## config.mk

```make
export PLATFORM = sky130hd
export DESIGN_NAME = fib_result_collector
export DESIGN_NICKNAME = d
export VERILOG_FILES = /design/src/rtl/fib_pkg.sv /design/src/rtl/fib_fifo.sv /design/src/rtl/fib_result_collector.sv
export SDC_FILE = /design/constraint.sdc
export NUM_CORES = 1
export LEC_CHECK = 0
export CAP_MARGIN = 20
export CORE_ASPECT_RATIO = 0.8
export CORE_UTILIZATION = 55
export DETAILED_ROUTE_END_ITERATION = 10
export GPL_TIMING_DRIVEN = 0
export MAX_ROUTING_LAYER = met4
export PLACE_DENSITY_LB_ADDON = 0.15
export SKIP_CTS_REPAIR_TIMING = 1
export SYNTH_ARGS = -nofsm -noshare
export SYNTH_HDL_FRONTEND = slang
export SYNTH_HIERARCHICAL = 1
export SYNTH_SLANG_ARGS = --single-unit
```

## constraint.sdc

```tcl
create_clock -name clk -period 17.1 [get_ports clk]
set_input_delay 2.565 -clock clk [delete_from_list [all_inputs] [get_ports clk]]
set_output_delay 2.565 -clock clk [all_outputs]
set_load 0.03 [all_outputs]
```

## src/rtl/fib_pkg.sv

```systemverilog
// Shared types and constants for the Fibonacci result collector slice.
package fib_pkg;

  localparam int unsigned DEPTH_DEFAULT = 8;

  localparam logic signed [63:0] INDEX_NONE = -64'sd1;

  typedef struct packed {
    logic        [63:0] number;
    logic signed [63:0] index;
    logic               is_fib;
  } fib_rec_t;

  function automatic fib_rec_t make_rec(input logic [63:0] num, input logic signed [63:0] idx);
    fib_rec_t rec;
    rec.number = num;
    rec.index  = idx;
    rec.is_fib = (idx != INDEX_NONE);
    return rec;
  endfunction

endpackage

```

## src/rtl/fib_fifo.sv

```systemverilog
// Result FIFO with a registered head: a record pushed into an empty FIFO is
// presented on the head one cycle after the push.
module fib_fifo
  import fib_pkg::*;
#(
  parameter int unsigned DEPTH = DEPTH_DEFAULT
) (
  input  logic                       clk,
  input  logic                       rst,
  input  logic                       i_push,
  input  fib_rec_t                   i_push_data,
  input  logic                       i_pop,
  output fib_rec_t                   o_head,
  output logic                       o_valid,
  output logic                       o_full,
  output logic                       o_empty,
  output logic [$clog2(DEPTH+1)-1:0] o_count
);

  localparam int unsigned AW = $clog2(DEPTH);
  localparam int unsigned CW = $clog2(DEPTH + 1);

  fib_rec_t      r_mem [DEPTH];
  logic [AW-1:0] r_wr_ptr;
  logic [AW-1:0] r_rd_ptr;
  logic [CW-1:0] r_count;
  fib_rec_t      r_head;
  logic          r_valid;

  logic          w_pop_ok;
  logic          w_push_ok;
  logic [AW-1:0] w_rd_ptr_n;
  logic [CW-1:0] w_count_n;
  fib_rec_t      w_head_n;

  always_comb begin
    w_pop_ok   = i_pop && (r_count != '0);
    w_push_ok  = i_push && ((r_count != CW'(DEPTH)) || w_pop_ok);
    w_rd_ptr_n = r_rd_ptr + AW'(w_pop_ok);
    w_count_n  = r_count + CW'(w_push_ok) - CW'(w_pop_ok);
    // A record entering a FIFO that is empty after this cycle's pop bypasses storage to the head.
    if (w_push_ok && ((r_count - CW'(w_pop_ok)) == '0)) begin
      w_head_n = i_push_data;
    end else begin
      w_head_n = r_mem[w_rd_ptr_n];
    end
  end

  always_ff @(posedge clk or posedge rst) begin
    if (rst) begin
      r_wr_ptr <= '0;
      r_rd_ptr <= '0;
      r_count  <= '0;
      r_head   <= '0;
      r_valid  <= 1'b0;
    end else begin
      if (w_push_ok) begin
        r_wr_ptr <= r_wr_ptr + AW'(1);
      end
      r_rd_ptr <= w_rd_ptr_n;
      r_count  <= w_count_n;
      r_head   <= w_head_n;
      r_valid  <= (w_count_n != '0);
    end
  end

  always_ff @(posedge clk) begin
    if (w_push_ok) begin
      r_mem[r_wr_ptr] <= i_push_data;
    end
  end

  assign o_head  = r_head;
  assign o_valid = r_valid;
  assign o_full  = (r_count == CW'(DEPTH));
  assign o_empty = (r_count == '0);
  assign o_count = r_count;

endmodule

```

## src/rtl/fib_result_collector.sv

```systemverilog
// Pairs snooped finder requests with their index strobes, queues the resulting
// records and keeps push/fib/drop statistics plus an orphan-strobe flag.
module fib_result_collector
  import fib_pkg::*;
#(
  parameter int unsigned DEPTH = DEPTH_DEFAULT
) (
  input  logic               clk,
  input  logic               rst,
  input  logic [63:0]        num_in,
  input  logic               num_valid,
  input  logic               num_ready,
  input  logic signed [63:0] index,
  input  logic               index_valid,
  output logic               out_valid,
  input  logic               out_ready,
  output logic [63:0]        out_number,
  output logic signed [63:0] out_index,
  output logic               out_is_fib,
  input  logic               clr,
  output logic [31:0]        cnt_results,
  output logic [31:0]        cnt_fib,
  output logic [15:0]        cnt_drop,
  output logic               err_orphan
);

  localparam int unsigned CW = $clog2(DEPTH + 1);

  logic [63:0]   r_pend_num;
  logic          r_pend_vld;
  logic [31:0]   r_cnt_results;
  logic [31:0]   r_cnt_fib;
  logic [15:0]   r_cnt_drop;
  logic          r_err_orphan;

  logic          w_accept;
  logic          w_pair;
  logic          w_orphan;
  logic          w_pop;
  logic          w_push_ok;
  logic          w_drop;
  fib_rec_t      w_rec;
  fib_rec_t      w_head;
  logic          w_valid;
  logic          w_full;
  logic          w_empty;
  logic [CW-1:0] w_count;

  always_comb begin
    w_accept  = num_valid && num_ready;
    w_pair    = index_valid && r_pend_vld;
    w_orphan  = index_valid && !r_pend_vld;
    w_pop     = !w_empty && out_ready;
    w_push_ok = w_pair && (!w_full || w_pop);
    w_drop    = w_pair && w_full && !w_pop;
    w_rec     = make_rec(r_pend_num, index);
  end

  fib_fifo #(
    .DEPTH(DEPTH)
  ) u_fifo (
    .clk        (clk),
    .rst        (rst),
    .i_push     (w_push_ok),
    .i_push_data(w_rec),
    .i_pop      (w_pop),
    .o_head     (w_head),
    .o_valid    (w_valid),
    .o_full     (w_full),
    .o_empty    (w_empty),
    .o_count    (w_count)
  );

  // A request accepted on the pairing cycle replaces the one being consumed.
  always_ff @(posedge clk or posedge rst) begin
    if (rst) begin
      r_pend_num <= '0;
      r_pend_vld <= 1'b0;
    end else if (w_accept) begin
      r_pend_num <= num_in;
      r_pend_vld <= 1'b1;
    end else if (w_pair) begin
      r_pend_vld <= 1'b0;
    end
  end

  always_ff @(posedge clk or posedge rst) begin
    if (rst) begin
      r_cnt_results <= '0;
      r_cnt_fib     <= '0;
      r_cnt_drop    <= '0;
      r_err_orphan  <= 1'b0;
    end else if (clr) begin
      r_cnt_results <= '0;
      r_cnt_fib     <= '0;
      r_cnt_drop    <= '0;
      r_err_orphan  <= 1'b0;
    end else begin
      if (w_push_ok) begin
        r_cnt_results <= r_cnt_results + 32'd1;
        if (w_rec.is_fib) begin
          r_cnt_fib <= r_cnt_fib + 32'd1;
        end
      end
      if (w_drop && (r_cnt_drop != '1)) begin
        r_cnt_drop <= r_cnt_drop + 16'd1;
      end
      if (w_orphan) begin
        r_err_orphan <= 1'b1;
      end
    end
  end

  always_ff @(posedge clk) begin
    if (!rst) begin
      assert (w_count <= CW'(DEPTH));
    end
  end

  assign out_valid   = w_valid;
  assign out_number  = w_head.number;
  assign out_index   = w_head.index;
  assign out_is_fib  = w_head.is_fib;
  assign cnt_results = r_cnt_results;
  assign cnt_fib     = r_cnt_fib;
  assign cnt_drop    = r_cnt_drop;
  assign err_orphan  = r_err_orphan;

endmodule

```

==> metrics, run 1 <==
first-pass GRT wire length=195 mm; CTS tree=yes; Port Buf Inserts=344; leading area contributor after synthesis=edfxtp_1; number of max-cap violations=0; Least-Margin Pin Slew=1020 ps; CTS sink count=1318; initial antenna violation count=8; Seq/Total Area, Yosys=73.0%; Seq pwr share=35.7%; Post-Synth Adder-Cell Area=0.350%; R2R Path Start=u_fifo/o_count[2]; Slew headroom=32.0%; NetSw=0.00390 W; worst skew pair latency=750 ps; Num CTS Buffers=132; Hold Startpoint=u_fifo/r_rd_ptr[1]; fillers=6095; die height=278 um; CP arrival=6420 ps; Hold Violations, Final=0; Root Driver=clkbuf_16; HP Class=flop to flop; Synth Instances=2904; routed len/inst=27.2 um; Power Density=181 nW/um2; Post-Syn Area=52300 um2; Pre-antenna DRT Iters=5; # setup viols final=0; worst-path fanout max=10; Worst IR Drop VDD=0.217 mV; Worst Hold Slack=504 ps; post-synthesis simple-gate area fraction=7.39%; Startpoint Class=input port; CP startpoint=index_valid; Synth top area share=59.3%; CTS clk-pin slew, worst paths=60 ps; GRT Residual Overflow=0; combinational power share=39.7%; RSZ-0062 raised after global routing=false; Post-synth EDFFs=1032; Layout area overhead=20.5%; Lkg Pwr=22.5 nW; flop and latch count out of synthesis=1318; Unique masters post-synth=56; Final Critical Period=5970 ps; DP HPWL=88.0 mm; antenna viol nets, final=0; vias in the first global route=30235; DRT iter0 DRCs=2943; Initial Util=55.8%; I/O pin total=346; mux contribution to synthesized area=14.8%; layout cell share with drive strength beyond 1=22.9%; outcome=finished clean; ys async rst share=21.7%; Peak Freq=167 MHz; vias per inst=6.08; xor/xnor share of the synthesized area=0.757%; Area contributors post-synth=edfxtp_1 (59%), dfrtp_1 (14%), mux4_2 (8.4%), mux2_4 (3.2%), nand2_1 (2.3%); largest net degree at the start of global routing=94; num rows=100; setup_tns=0 ps; Mapped Nets=3053; gr usage total=28.6%; worst-case clock skew=25.2 ps; Setup CP Type=input port to flop; gpl congestion=0.874; Tcrit/Tclk final=34.9%; Internal=0.00748 W; main combinational cell family by area after synthesis=multiplexers; H-tree depth=4; YS warnings=6; Pins Over Slew Limit=0; Routed WL=132 mm; Compound-Gate Fraction of Synth Area=1.87%; Crit. End Element=flop; width of the chip=347 um; vias post-DR=29436; Clock Power Share=24.6%; Sw Share=34.3%; Primary FF master, synth=edfxtp_1; critical path data required time=17540 ps; area of the die=96300 um2; R2R setup slack=12510 ps; drt drc=0; Synth Area per Inst=18.0 um2; clock buffer depth=3; # nets final=3643; core area=93600 um2
stage by stage:
step | power, W | util, % | std cells | setup WS [ps] | area [um2]
finish | 0.0114 | 67.3 | 4838 | 11130 | 63000
global route | 0.0118 | 67.3 | 4837 | 10990 | 63000
CTS | 0.0114 | 67.3 | 4830 | 11210 | 63000
detailed placement | 0.00861 | 62.8 | 4584 | 10440 | 58800
global placement | 0.00858 | 61.2 | 4472 | -13070 | 57200
floorplan | 0.00707 | - | 2904 | 672 | 52300
synth_stat cells (all sizes together) (2+ instances only):
library cell  count
nor4b             5
nor3b             4
mux2            207
o21ai            20
clkbuf           67
nor3             17
nand2b            7
ha               13
inv              18
dfrtp           286
nand4            67
a21oi            30
a2111oi          67
or4              11
nor2             62
nor2b            82
buf              91
nor4             46
o31ai             9
nand3            29
nand2           328
xnor2            16
xor2             27
edfxtp         1032
mux4            194
mux2i            64
or3              15
a31o              2
and4              8
and3             74
cells by family after synthesis:
| family | after synthesis |
|---|---|
| compound gates | 130 |
| xor+xnor | 43 |
| fa+ha+maj | 14 |
| buf+inv | 176 |
| flops | 1318 |
| mux | 465 |
| simple gates | 758 |
sequential cells by signal, summed over array words and instances, names as in the netlist:
name and count:
cnt_drop 16, cnt_fib 32, cnt_results 32, err_orphan 1
r_pend_num 64, r_pend_vld 1, u_fifo/o_count 4, u_fifo/o_head 129
u_fifo/o_valid 1, u_fifo/r_mem 1032, u_fifo/r_rd_ptr 3, u_fifo/r_wr_ptr 3
final timing paths:
| kind | end | cells after the start |
|---|---|---|
| worst max-delay path | u_fifo/r_mem[1][116] | 15 |
| max in group asynchronous | u_fifo/o_head[41] | 3 |
| worst min register to register | u_fifo/r_rd_ptr[1] | 1 |
| worst min-delay path | u_fifo/r_rd_ptr[1] | 1 |
| min in group asynchronous | cnt_results[25] | 2 |
| worst max register to register | u_fifo/o_head[114] | 14 |
area by class of cell:
cell class / instances / area (um2) / share of cell area (%)
flip-flops and latches: 1318 / 38100 / 60.6
multi-input cells: 1410 / 13200 / 21.0
repair buffers: 456 / 4900 / 7.79
clock buffers: 191 / 3810 / 6.05
well taps: 1224 / 1530 / 2.43
plain buffers: 158 / 876 / 1.39
clock inverters: 55 / 407 / 0.645
inverters: 18 / 82.6 / 0.131
diodes: 8 / 20.0 / 0.0318
per-layer routing:
| metal | GRT usage [%] | wire length [um] | vias to the layer above |
|---|---|---|---|
| met4 | 9.58 | 3650 | 0 |
| met5 | - | 0 | - |
| met2 | 45.4 | 65400 | 1277 |
| met1 | 38.4 | 53800 | 15355 |
| met3 | 4.18 | 8870 | 232 |
| li1 | - | - | 12572 |
power groups by stage:
stage          registers (W)  logic, W  clock network (W)
3_5_place_dp         0.00412   0.00449                  0
6_report             0.00406   0.00452            0.00280
3_3_place_gp         0.00421   0.00437                  0
2_1_floorplan        0.00443   0.00264                  0
4_1_cts              0.00406   0.00452            0.00284
5_1_grt              0.00409   0.00478            0.00296
cells in the final DEF, fill, tap and decap left out, drive strengths merged, types with 74 or more instances in the layout:
cell type / instances
nor2b: 82
edfxtp: 1032
buf: 203
nand2: 328
mux4: 194
dfrtp: 286
clkbuf: 258
clkdlybuf4s50: 344
mux2: 207
and3: 74
critical path, cell delays in order:
cell             delay, ps
clkdlybuf4s50_1        570
nand2_2                160
a21o_1                 310
inv_2                  220
buf_2                  360
o21ai_4                180
inv_1                  150
nand2_1                230
nor3_2                 550
buf_6                  230
buf_6                  140
buf_6                  170
buf_6                  170
buf_6                  180
buf_6                  190
Power figures use the tool's default switching activity.
==> inputs of run 2 (changes only) <==
- CORE_UTILIZATION: 55 -> 53
- clock period: 17.1 -> 4.9 ns (I/O delays scaled with it)
==> metrics, run 2 (synthesis results as in run 1) <==
outcome=finished clean; Power Density=634 nW/um2; most common cell after layout, fill and taps aside=edfxtp_1; Least-Margin Pin Slew=1140 ps; CP arrival=5240 ps; Worst Hold Slack=524 ps; vias post-DR=29375; die height=283 um; Root Driver=clkbuf_16; fin cells=4880; Tcrit/Tclk final=93.8%; R2R setup slack=310 ps; layout cell share with drive strength beyond 1=22.0%; antenna viol nets, final=0; max FFs per register=1032; Hold Violations, Final=0; RSZ-0062 raised after global routing=false; Num CTS Buffers=133; Layout area overhead=21.3%; worst skew pair latency=740 ps; CP top delay family=buffers and inverters; CP max stage cell=clkbuf_1; Reg2Reg Depth=15; Total Power=0.0402 W; Initial Util=53.7%; Setup WS pre-CTS=46.1 ps; FF+latch area=38100 um2; Hold Path Stages=3; I/O pin total=346; vias per inst=6.02; HP Class=input port to flop; GRT Residual Overflow=0; Hold Path Sink=cnt_drop[11]; initial antenna violation count=10; PnR worst setup slack=306 ps; area of the die=99900 um2; largest net degree at the start of global routing=108; CTS sink count=1318; Pins Over Slew Limit=0; reg2reg end=u_fifo/o_head[1]; Slew headroom=24.0%; Multi-input gate area=13300 um2; worst-case clock skew=24.5 ps; number of max-cap violations=0; fillers=6582; width of the chip=353 um; Pre-antenna DRT Iters=6; first-pass GRT wire length=194 mm; num rows=102; R2R Path Start=u_fifo/o_count[2]; slowest stage delay, CP=610 ps; Setup CP Type=flop to flop; CTS clk-pin slew, worst paths=60 ps; drt drc=0; worst-path fanout max=10; DP HPWL=86.0 mm; Startpoint Class=flop; H-tree depth=4; final core utilization=65.2%; # nets final=3604; clock buffer depth=3; core area=97200 um2; Placed Instances=4620; commonest non-fill, non-tap cells in the layout=edfxtp_1 (1032), clkdlybuf4s50_1 (344), nand2_1 (325); gpl congestion=0.884; Crit. End Element=flop; Final Critical Period=4590 ps; gr usage total=27.2%; Worst IR Drop VDD=0.624 mV; routed len/inst=26.8 um; Peak Freq=218 MHz; DRT iter0 DRCs=2815; Port Buf Inserts=344; Routed WL=131 mm; most used cell, CP=buf_2; cells along the critical path=inv_2 -> ha_4 -> nor3b_1 -> nand2b_4 -> inv_1 -> nor2b_1 -> ha_1 -> ha_1 -> buf_2 -> buf_2 -> buf_2 -> clkbuf_1 -> a2111oi_0 -> nor4_1 -> mux2_2; Lkg Pwr=22.5 nW; worst path buffer plus inverter count=6; critical path data required time=5540 ps; # setup viols final=0; Hold Startpoint=clr; Reg with most FFs=u_fifo/r_mem; vias in the first global route=29995; CTS tree=yes
## run 2: cell types whose count changed in the layout (fill, tap and decap cells not counted), moves of 6 or more
cell and change:
buf_16 +18, buf_4 -25, buf_6 -48, buf_8 +12
bufinv_16 +7, clkbuf_8 -8, clkinv_2 -6
## run 2: metrics by stage
stage | TNS [ps] | area [um2]
2_1_floorplan | -276530 | 52400
3_3_place_gp | -4510710 | 57400
3_5_place_dp | 0 | 58900
4_1_cts | 0 | 63300
5_1_grt | 0 | 63400
6_report | 0 | 63400
## run 2: worst max path at each step
stage / from / slack [ps] / end / depth (start not counted)
CTS: u_fifo/o_count[2] / 350 / u_fifo/o_head[114] / 15
detailed placement: out_ready / 50 / u_fifo/o_head[114] / 13
finish: u_fifo/o_count[2] / 310 / u_fifo/o_head[1] / 15
floorplan: u_fifo/o_count[2] / -1280 / u_fifo/r_mem[0][0] / 9
global route: u_fifo/o_count[2] / 200 / u_fifo/o_head[6] / 15
global placement: index_valid / -6540 / u_fifo/r_mem[0][46] / 7
## run 2: power breakdown
group          switching [W]  internal, W
Sequential          0.000594       0.0136
Clock                0.00418      0.00597
Combinational        0.00888      0.00698
Total                 0.0136       0.0265
## run 2: worst min-delay path, stage by stage
cell and delay, ps:
clkbuf_1 190, nor2b_1 140, mux2_2 150
## run 2: layer usage
metal / track usage [%] / wire length (um) / up-vias
li1: - / - / 12476
met1: 36.8 / 53800 / 15237
met2: 42.4 / 63100 / 1370
met3: 4.22 / 9670 / 292
met4: 10.2 / 4340 / 0
met5: - / 0 / -
## run 2: final cells by class
cell class              count  area share (%)
flip-flops and latches   1318            60.2
multi-input cells        1410            20.9
repair buffers            416            7.77
clock buffers             188            6.00
well taps                1300            2.57
plain buffers             158            1.39
clock inverters            60           0.952
inverters                  18           0.134
diodes                     12          0.0474
==> inputs of run 3 (changes only) <==
- CTS_CLUSTER_SIZE: unset -> 16
==> results of run 3 <==
Same layout as run 2: the final DEF is identical, and so are final timing and power.
